**src/rtl/wb_master_ctrl.sv**
```systemverilog
`timescale 1ns/1ps
// Wishbone classic single-transfer initiator.
// One command in, one bus cycle out, one response back; bounded by TIMEOUT.
module wb_master_ctrl #(
  parameter int unsigned TIMEOUT = 255
) (
  input  logic        wb_clk_i,
  input  logic        wb_rst_n_i,
  input  logic        cmd_valid_i,
  output logic        cmd_ready_o,
  input  logic        cmd_we_i,
  input  logic [7:0]  cmd_adr_i,
  input  logic [31:0] cmd_dat_i,
  input  logic [3:0]  cmd_sel_i,
  output logic        rsp_valid_o,
  input  logic        rsp_ready_i,
  output logic [31:0] rsp_dat_o,
  output logic        rsp_err_o,
  output logic        rsp_timeout_o,
  output logic        wb_cyc_o,
  output logic        wb_stb_o,
  output logic        wb_we_o,
  output logic [7:0]  wb_adr_o,
  output logic [31:0] wb_dat_o,
  output logic [3:0]  wb_sel_o,
  input  logic [31:0] wb_dat_i,
  input  logic        wb_ack_i,
  input  logic        wb_err_i,
  output logic        busy_o
);

  localparam int unsigned CW =
    (TIMEOUT == 0) ? 1 : $clog2(TIMEOUT + 1);
  localparam logic [CW-1:0] CNT_MAX = {CW{1'b1}};
  localparam logic [CW-1:0] TO_LAST =
    (TIMEOUT == 0) ? '0 : CW'(TIMEOUT - 1);

  typedef enum logic [1:0] {
    IDLE,
    BUS,
    RESP
  } state_t;

  state_t        state, state_n;
  logic [CW-1:0] cnt, cnt_n;
  logic          cyc_n, we_n, rdy_n;
  logic [7:0]    adr_n;
  logic [31:0]   dat_n, rdat_n;
  logic [3:0]    sel_n;
  logic          vld_n, err_n, to_n;
  logic          done;

  assign wb_stb_o = wb_cyc_o;

  always_comb begin
    state_n = state;
    cnt_n   = cnt;
    cyc_n   = wb_cyc_o;
    we_n    = wb_we_o;
    adr_n   = wb_adr_o;
    dat_n   = wb_dat_o;
    sel_n   = wb_sel_o;
    rdy_n   = cmd_ready_o;
    vld_n   = rsp_valid_o;
    err_n   = rsp_err_o;
    to_n    = rsp_timeout_o;
    rdat_n  = rsp_dat_o;
    done    = 1'b0;
    unique case (state)
      IDLE: begin
        if (cmd_valid_i) begin
          we_n    = cmd_we_i;
          adr_n   = {cmd_adr_i[7:2], 2'b00};
          dat_n   = cmd_dat_i;
          sel_n   = cmd_sel_i;
          cnt_n   = '0;
          cyc_n   = 1'b1;
          rdy_n   = 1'b0;
          state_n = BUS;
        end
      end
      BUS: begin
        // err has priority over a simultaneous ack
        if (wb_err_i) begin
          err_n  = 1'b1;
          rdat_n = '0;
          done   = 1'b1;
        end else if (wb_ack_i) begin
          err_n  = 1'b0;
          rdat_n = wb_we_o ? '0 : wb_dat_i;
          done   = 1'b1;
        end else if (TIMEOUT != 0 && cnt == TO_LAST) begin
          to_n   = 1'b1;
          rdat_n = '0;
          done   = 1'b1;
        end else if (cnt != CNT_MAX) begin
          cnt_n = cnt + 1'b1;
        end
        if (done) begin
          cyc_n   = 1'b0;
          vld_n   = 1'b1;
          state_n = RESP;
        end
      end
      RESP: begin
        if (rsp_ready_i) begin
          vld_n   = 1'b0;
          err_n   = 1'b0;
          to_n    = 1'b0;
          rdy_n   = 1'b1;
          state_n = IDLE;
        end
      end
      default: begin
        cyc_n   = 1'b0;
        rdy_n   = 1'b1;
        state_n = IDLE;
      end
    endcase
  end

  always_ff @(posedge wb_clk_i or negedge wb_rst_n_i) begin
    if (!wb_rst_n_i) begin
      state         <= IDLE;
      cnt           <= '0;
      wb_cyc_o      <= 1'b0;
      wb_we_o       <= 1'b0;
      wb_adr_o      <= '0;
      wb_dat_o      <= '0;
      wb_sel_o      <= '0;
      cmd_ready_o   <= 1'b1;
      rsp_valid_o   <= 1'b0;
      rsp_err_o     <= 1'b0;
      rsp_timeout_o <= 1'b0;
      rsp_dat_o     <= '0;
      busy_o        <= 1'b0;
    end else begin
      state         <= state_n;
      cnt           <= cnt_n;
      wb_cyc_o      <= cyc_n;
      wb_we_o       <= we_n;
      wb_adr_o      <= adr_n;
      wb_dat_o      <= dat_n;
      wb_sel_o      <= sel_n;
      cmd_ready_o   <= rdy_n;
      rsp_valid_o   <= vld_n;
      rsp_err_o     <= err_n;
      rsp_timeout_o <= to_n;
      rsp_dat_o     <= rdat_n;
      busy_o        <= (state_n != IDLE);
    end
  end

endmodule

```
**config.mk**
```make
export PLATFORM = sky130hd
export DESIGN_NAME = wb_master_ctrl
export DESIGN_NICKNAME = d
export VERILOG_FILES = /design/src/rtl/wb_master_ctrl.sv
export SDC_FILE = /design/constraint.sdc
export NUM_CORES = 1
export LEC_CHECK = 0
export CAP_MARGIN = 0
export CORE_AREA = 2 2 95 97
export CTS_CLUSTER_SIZE = 12
export DETAILED_ROUTE_END_ITERATION = 10
export DIE_AREA = 0 0 97 99
export GPL_TIMING_DRIVEN = 0
export PLACE_DENSITY = 0.84
export SYNTH_ARGS = -nofsm -noshare
export SYNTH_HDL_FRONTEND = slang
export SYNTH_SLANG_ARGS = --single-unit
```
**constraint.sdc**
```tcl
create_clock -name wb_clk_i -period 3.4 [get_ports wb_clk_i]
set_input_delay 0.34 -clock wb_clk_i [delete_from_list [all_inputs] [get_ports wb_clk_i]]
set_output_delay 0.34 -clock wb_clk_i [all_outputs]
set_load 0.05 [all_outputs]
```
# Word level (Yosys, flattened, before mapping)
# Cells that the tools add are included.
[totals]
word_cells = 76
output_inout_bits = 84
register_bits = 91
in_bits = 83
[op_classes]
addsub = 1
n_bitwise = 2
mux = 34
n_eq_ne = 13
reduce_logical = 13
[op_table]
columns = ["op", "count"]
rows = [
  ["two-way mux 32 bit", 4],
  ["two-way mux 8 bit", 5],
  ["!= test 2 bit, second input constant", 8],
  ["case mux 8 bit (2 select lines)", 1],
  ["two-way mux 1 bit", 15],
  ["AND reduction 3 bit", 4],
  ["adder 8 x 1 -> 8 bit, second input constant", 1],
  ["equality test 8 bit, second input constant", 1],
  ["!= test 8 bit, second input constant", 1],
  ["two-way mux 2 bit", 3],
  ["case mux 1 bit (2 select lines)", 3],
  ["case mux 1 bit (3 select lines)", 2],
  ["case mux 2 bit (3 select lines)", 1],
  ["AND reduction 6 bit", 1],
  ["nonzero test 2 bit", 3],
  ["AND reduction 5 bit", 1],
  ["AND reduction 2 bit", 2],
  ["!= test 3 bit, second input constant", 1],
  ["nonzero test 3 bit", 1],
  ["equality test 2 x 1 -> 1 bit, second input constant", 1],
  ["equality test 2 bit, second input constant", 1],
  ["zero test 2 bit", 1],
  ["inverter 1 bit", 2],
]

# Logic depth before layout (Yosys ltp)
# Gate-level depths: netlist of run 1.
[logic_depth]
ltp_word = 8
depth_mapped = 7
depth_no_buf = 6

# Worst setup path after synthesis of run 1
# No wires, ideal clock.
[synth_path]
path_type = "register -> register"
from = "register cnt[0]"
to = "register cnt[7]"
arrival_time_ns = 1.578
path_stages_with_launch = 7
setup_slack_ns = 1.698
synth_period_minus_slack_ns = 1.702
setup_ns = 0.124
required_time_ns = 3.276
n_path_buf = 0
path_cell_list = "dfrtp_1 > inv_1 > ha_1 > nor2b_1 > o2111a_1 > o311a_1 > or2_1"
[synth_via]
elab_chain_cells = 6
word_cells_on_any_way = 11
cone_classes = "add/sub: 1; eq/ne: 4; mux: 5; reduce/logical: 1"
[synth_lines]
columns = ["item", "line", "source"]
rows = [
  ["start, declared", "45", "logic [CW-1:0] cnt, cnt_n;"],
  ["start signal, assigned", "139", "cnt <= cnt_n;"],
  ["adder 8 x 1 -> 8 bit", "97", "cnt_n = cnt + 1'b1;"],
  ["two-way mux 8 bit", "96", "end else if (cnt != CNT_MAX) begin"],
  ["two-way mux 8 bit", "92", "end else if (TIMEOUT != 0 && cnt == TO_LAST) begin"],
  ["two-way mux 8 bit", "88", "end else if (wb_ack_i) begin"],
  ["two-way mux 8 bit", "84", "if (wb_err_i) begin"],
  ["case mux 8 bit (2 select lines)", "69", "unique case (state)"],
]
# Several ways; a longest one is shown, not always the timed one. The select of a mux whose other input is x is not followed.
# A chain may end at the register's enable or synchronous reset.

# Final worst setup path of run 1
[layout_path]
from = "register cmd_ready_o"
to = "output cmd_ready_o"
[layout_lines]
columns = ["item", "line", "source"]
rows = [
  ["start, declared", "10", "output logic cmd_ready_o,"],
  ["start signal, assigned", "145", "cmd_ready_o <= rdy_n;"],
]
# No word-level cell between the ends.

==> out/qor.csv, run 1 <==
metric,value,unit
initial core utilization,0.4182,
final slew viol count,0,
leak pwr,2.388,nW
Final ANT Viol Nets,0,
Crit path arrival time,1.73,ns
port buffer count,162,
Area contributors post-synth,"dfrtp_1 63%, mux2_2 14%, a22o_1 7.8%",
outcome,completed,
Synth Warn #,0,
CP peak stage delay,0.83,ns
initial antenna violation count,0,
cell family with most CP delay,buffers and inverters,
Post-CTS Setup Repair Bufs,0,
peak fanout along the critical path,3,
"Top FF cell, synth",dfrtp_1,
proportion of synthesized area in mux cells,0.1414,
Worst-path clk slew,0.08,ns
Synth top area share,0.6298,
Post-Synth XOR/XNOR Area,0,
Clock Tree Buf Depth,2,
crit path kind,flip-flop to primary output,
DP Area,5361,µm²
Vias/cell,5.006,
DPL Wire Length,6282,µm
sequential-to-total area share from yosys stat,0.6372,
Adder-Cell Fraction of Synth Area,0.006998,
final setup violation count,0,
compound-gate portion of the synthesized area,0.1204,
Critical Path End Type,primary output,
layout cells sized above 1,0.1797,
ant diodes,0,
Synth Instances,253,
first-pass GRT wire length,13810,µm
headroom to the max-slew limit,0.6122,
worst slew pin tran,0.5817,ns
IO Pins,167,
Synth-to-Final Area Change,56.16,%
clk_skew,0.01134,ns
Setup TNS,0,ns
largest area contributor in the netlist,dfrtp_1,
Die Span X,97,µm
fill count,649,
Root Buffer Master,clkbuf_8,
Hold Slack,0.5095,ns
"commonest non-fill, non-tap cell in the layout",clkdlybuf4s50_1,
Required @ worst endpoint,3.06,ns
gr usage total,0.1768,
largest net degree at the start of global routing,48,
syn_area_per_cell,14.13,µm²
"Design Area, Final",5584,µm²
cell row count,34,
Via Count,2713,
crit-path cells,clkdlybuf4s50_1,
"commonest non-fill, non-tap cells in the layout","161 x clkdlybuf4s50_1, 90 x dfrtp_1, 44 x mux2_2, 32 x a22o_1",
CP max-delay cell,clkdlybuf4s50_1,
Buf/Inv on CP,1,
clk sinks,91,
maximum clock rate,483.0,MHz
synthesis-stage register bit count,91,
Clock Latency Late Sink,0.35,ns
cell depth of the worst setup path,1,
RSZ-0062 raised after global routing,false,
Die Area,9603,µm²
vias in the first global route,2784,
final wirelength,8345,µm
Mapped Area,3576,µm²
gpl congestion,0.8010,
initial DRC count,156,
Synth cell types,41,
nets@finish,514,
Core Region,8551,µm²
Final min period,2.071,ns
Post-synth EDFFs,0,
largest family of logic cells by synthesized area,multiplexers,
asr flop ratio synth,1.000,
DR WL/cell,15.40,µm
Power Dens Cells,1054,nW/µm²
period utilization,0.6090,
total CTS buffers,9,
MaxCap Viol Count,0,
DRC,0,
Register-to-Register Path Depth,7,
IR Drop Worst-Case VDD,0.0005238,V
CTS tree,built,
post-synthesis simple-gate area fraction,0.06718,
CTS H-tree depth,3,
Die Height,99,µm
Setup crit start kind,flip-flop,
TritonRoute pass-1 iters,4,
final hold vios,0,
Hold Crit Depth,1,
hold crit path type,flip-flop to flip-flop,
Congestion Overflow GR,0,
[report_power, final]
group          switching, W  internal (W)  leakage, nW
Sequential         0.000250       0.00153         1.15
Clock              0.000370      0.000383        0.109
Combinational       0.00212       0.00123         1.13
Total               0.00274       0.00315         2.39
[sequential cells by signal (all words and copies together) (netlist names), 2 cells and up]
signal     flops
cnt            8
rsp_dat_o     32
state          2
wb_adr_o       6
wb_dat_o      32
wb_sel_o       4
[kinds of logic (layout without fill, tap and decap cells)]
| group | Yosys count | in the layout |
|---|---|---|
| fa+ha+maj | 2 | 2 |
| flops | 91 | 91 |
| buf+inv | 18 | 198 |
| compound gates | 54 | 54 |
| other cells | 1 | 2 |
| simple gates | 42 | 42 |
| mux | 45 | 45 |
[layer usage]
layer,global-route usage,part of all wire,vias up
met3,0.07021,0.081,7
met1,0.2328,0.44,1319
li1,-,-,1277
met2,0.2756,0.46,110
met5,0,0,-
met4,0.04550,0.0098,0
[synth_stat cells, drive strengths merged, types with 2 or more instances]
| master | n |
|---|---|
| a311oi | 2 |
| and2 | 2 |
| nor3 | 3 |
| o21ai | 4 |
| nand2 | 9 |
| a21oi | 8 |
| inv | 2 |
| nand3 | 2 |
| mux2 | 44 |
| o31ai | 2 |
| dfrtp | 90 |
| a22o | 32 |
| nor2 | 11 |
| buf | 9 |
| clkbuf | 7 |
| nand4 | 2 |
| or2 | 3 |
| ha | 2 |
| nor2b | 2 |
[through the flow]
stage	total power (W)	util	setup slack, ns	cells
floorplan	0.003979	-	1.698	254
global placement	0.005109	0.6241	-1.195	524
detailed placement	0.005171	0.6270	1.131	525
CTS	0.005936	0.6531	1.321	542
global route	0.006158	0.6531	1.191	542
finish	0.005883	0.6531	1.329	542
[area by class of cell]
class                           count  area [µm²]  area share
Sequential cell                    91        2278      0.4080
Tap cell                          108       135.1     0.02420
Clock inverter                      5       61.31     0.01098
Clock buffer                       11       151.4     0.02711
Inverter                            2       7.507    0.001344
Buffer                             16       85.08     0.01524
Timing Repair Buffer              164        1657      0.2967
Multi-Input combinational cell    145        1209      0.2164
[repair_timing]
action | CTS | global route
endpoints found under the hold margin | 5 | 0
gates resized for setup | 0 | 0
hold buffers | 1 | 0
[worst paths after layout]
kind                        startpoint            to  slack [ns]
min reg2reg                wb_dat_o[0]   wb_dat_o[0]        0.51
min                        wb_dat_o[0]   wb_dat_o[0]        0.51
max reg2reg                     cnt[0]  rsp_dat_o[8]        1.38
max in group asynchronous   wb_rst_n_i   cmd_ready_o        2.21
min in group asynchronous   wb_rst_n_i   wb_dat_o[2]        0.52
max                        cmd_ready_o   cmd_ready_o        1.33
Power figures use the tool's default switching activity.
==> run 2, diff against run 1 <==
--- a/config.mk
+++ b/config.mk
@@ -6,12 +6,12 @@
 export NUM_CORES = 1
 export LEC_CHECK = 0
 export CAP_MARGIN = 0
-export CORE_AREA = 2 2 95 97
+export CORE_AREA = 2 2 97 99
 export CTS_CLUSTER_SIZE = 12
 export DETAILED_ROUTE_END_ITERATION = 10
-export DIE_AREA = 0 0 97 99
+export DIE_AREA = 0 0 99 101
 export GPL_TIMING_DRIVEN = 0
-export PLACE_DENSITY = 0.84
+export PLACE_DENSITY = 0.81
 export SYNTH_ARGS = -nofsm -noshare
 export SYNTH_HDL_FRONTEND = slang
 export SYNTH_SLANG_ARGS = --single-unit
==> constraint.sdc (replaced) <==
create_clock -name wb_clk_i -period 2 [get_ports wb_clk_i]
set_input_delay 0.2 -clock wb_clk_i [delete_from_list [all_inputs] [get_ports wb_clk_i]]
set_output_delay 0.2 -clock wb_clk_i [all_outputs]
set_load 0.05 [all_outputs]
==> out/qor.csv, run 2 (synthesis gave the netlist of run 1 again) <==
metric,value,unit
Final ANT Viol Nets,0,
Clock Latency Late Sink,0.34,ns
clk sinks,91,
CTS tree,built,
crit path kind,flip-flop to primary output,
Crit path arrival time,1.71,ns
"commonest non-fill, non-tap cells in the layout","161 x clkdlybuf4s50_1, 90 x dfrtp_1, 44 x mux2_2, 32 x a22o_1, 11 x nor2_1",
Die Area,9999,µm²
IR Drop Worst-Case VDD,0.001105,V
largest net degree at the start of global routing,55,
MaxCap Viol Count,0,
cell row count,35,
DR WL/cell,15.57,µm
Required @ worst endpoint,1.80,ns
TritonRoute pass-1 iters,5,
Final min period,1.909,ns
Die Height,101,µm
gr usage total,0.1715,
"commonest non-fill, non-tap cell in the layout",clkdlybuf4s50_1,
vias in the first global route,2727,
Congestion Overflow GR,0,
leak pwr,2.404,nW
Via Count,2720,
Power Dens Cells,1806,nW/µm²
crit-path cells,clkdlybuf4s50_1,
biggest regs,"rsp_dat_o x32, wb_dat_o x32, cnt x8",
final slew viol count,0,
peak fanout along the critical path,3,
Buf/Inv on CP,1,
"non-filler cells, final",544,
port buffer count,162,
Clock Tree Buf Depth,2,
CP max-delay cell,clkdlybuf4s50_1,
gpl congestion,0.7842,
clk_skew,0.01105,ns
final wirelength,8468,µm
final hold vios,0,
Setup crit start kind,flip-flop,
DRC,0,
Core Region,8977,µm²
Die Span X,99,µm
total CTS buffers,9,
IO Pins,167,
Root Buffer Master,clkbuf_8,
Worst-path clk slew,0.08,ns
cell family with most CP delay,buffers and inverters,
Vias/cell,5.000,
Synth-to-Final Area Change,57.14,%
ant diodes,0,
initial DRC count,169,
initial core utilization,0.3983,
Critical Path End Type,primary output,
hold crit path type,input port to asynchronous set/reset pin,
CTS H-tree depth,3,
headroom to the max-slew limit,0.6247,
RSZ-0062 raised after global routing,false,
maximum clock rate,524.0,MHz
layout cells sized above 1,0.1848,
initial antenna violation count,0,
worst slew pin tran,0.5611,ns
DPL Wire Length,6388,µm
period utilization,0.9543,
placed insts,528,
first-pass GRT wire length,13600,µm
nets@finish,514,
outcome,completed,
CP peak stage delay,0.82,ns
Setup TNS,0,ns
final setup violation count,0,
run 2: per-stage QoR:
step / hold slack [ns] / util / instance area [µm²] / worst slack (ns) / power, W
floorplan: -0.09559 / - / 3580 / 0.2976 / 0.006764
global placement: 0.4891 / 0.5948 / 5340 / -2.515 / 0.008689
detailed placement: 0.2024 / 0.5976 / 5365 / -0.1856 / 0.008788
CTS: 0.3697 / 0.6256 / 5617 / 0.06245 / 0.01025
global route: 0.4100 / 0.6259 / 5619 / 0.005476 / 0.01062
finish: 0.3665 / 0.6259 / 5619 / 0.09145 / 0.01015
run 2: final cells by class:
class                           count  area [µm²]
Fill cell                         731        3358
Sequential cell                    91        2278
Timing Repair Buffer              164        1657
Multi-Input combinational cell    145        1217
Tap cell                          111       138.9
Clock buffer                       10       127.6
Clock inverter                      5       102.6
Buffer                             16       90.09
Inverter                            2       7.507
run 2: metal layers:
metal,track usage,up-vias,routed length [µm],part of all wire
met5,0,-,0,0
met4,0.06006,0,145,0.017
met3,0.05270,12,711,0.084
met2,0.2698,117,3908,0.46
met1,0.2265,1316,3703,0.44
li1,-,1275,-,-
run 2: worst paths after layout:
| kind | from | end | slack (ns) | cells after the start |
|---|---|---|---|---|
| max in group asynchronous | wb_rst_n_i | cmd_ready_o | 0.97 | 3 |
| setup reg to reg | cnt[0] | cnt[7] | 0.13 | 6 |
| min in group wb_clk_i | wb_dat_i[13] | rsp_dat_o[13] | 0.45 | 2 |
| hold / removal | wb_rst_n_i | wb_dat_o[7] | 0.37 | 2 |
| hold reg to reg | wb_dat_o[16] | wb_dat_o[16] | 0.51 | 1 |
| setup / recovery | cmd_ready_o | cmd_ready_o | 0.09 | 1 |
run 2: what timing repair did:
action / 4_1_cts / 5_1_grt
endpoints found under the setup margin: 30 / 12
resized for setup: 3 / 4
hold buffers: 1 / 0
setup buffers: 0 / 0
hold endpoints to repair: 37 / 0
run 2: where the power goes:
part | switching [W] | internal (W) | total, W
Clock | 0.000592 | 0.000822 | 0.00141
Sequential | 0.000425 | 0.00260 | 0.00302
Combinational | 0.00360 | 0.00211 | 0.00571
Total | 0.00462 | 0.00553 | 0.0101
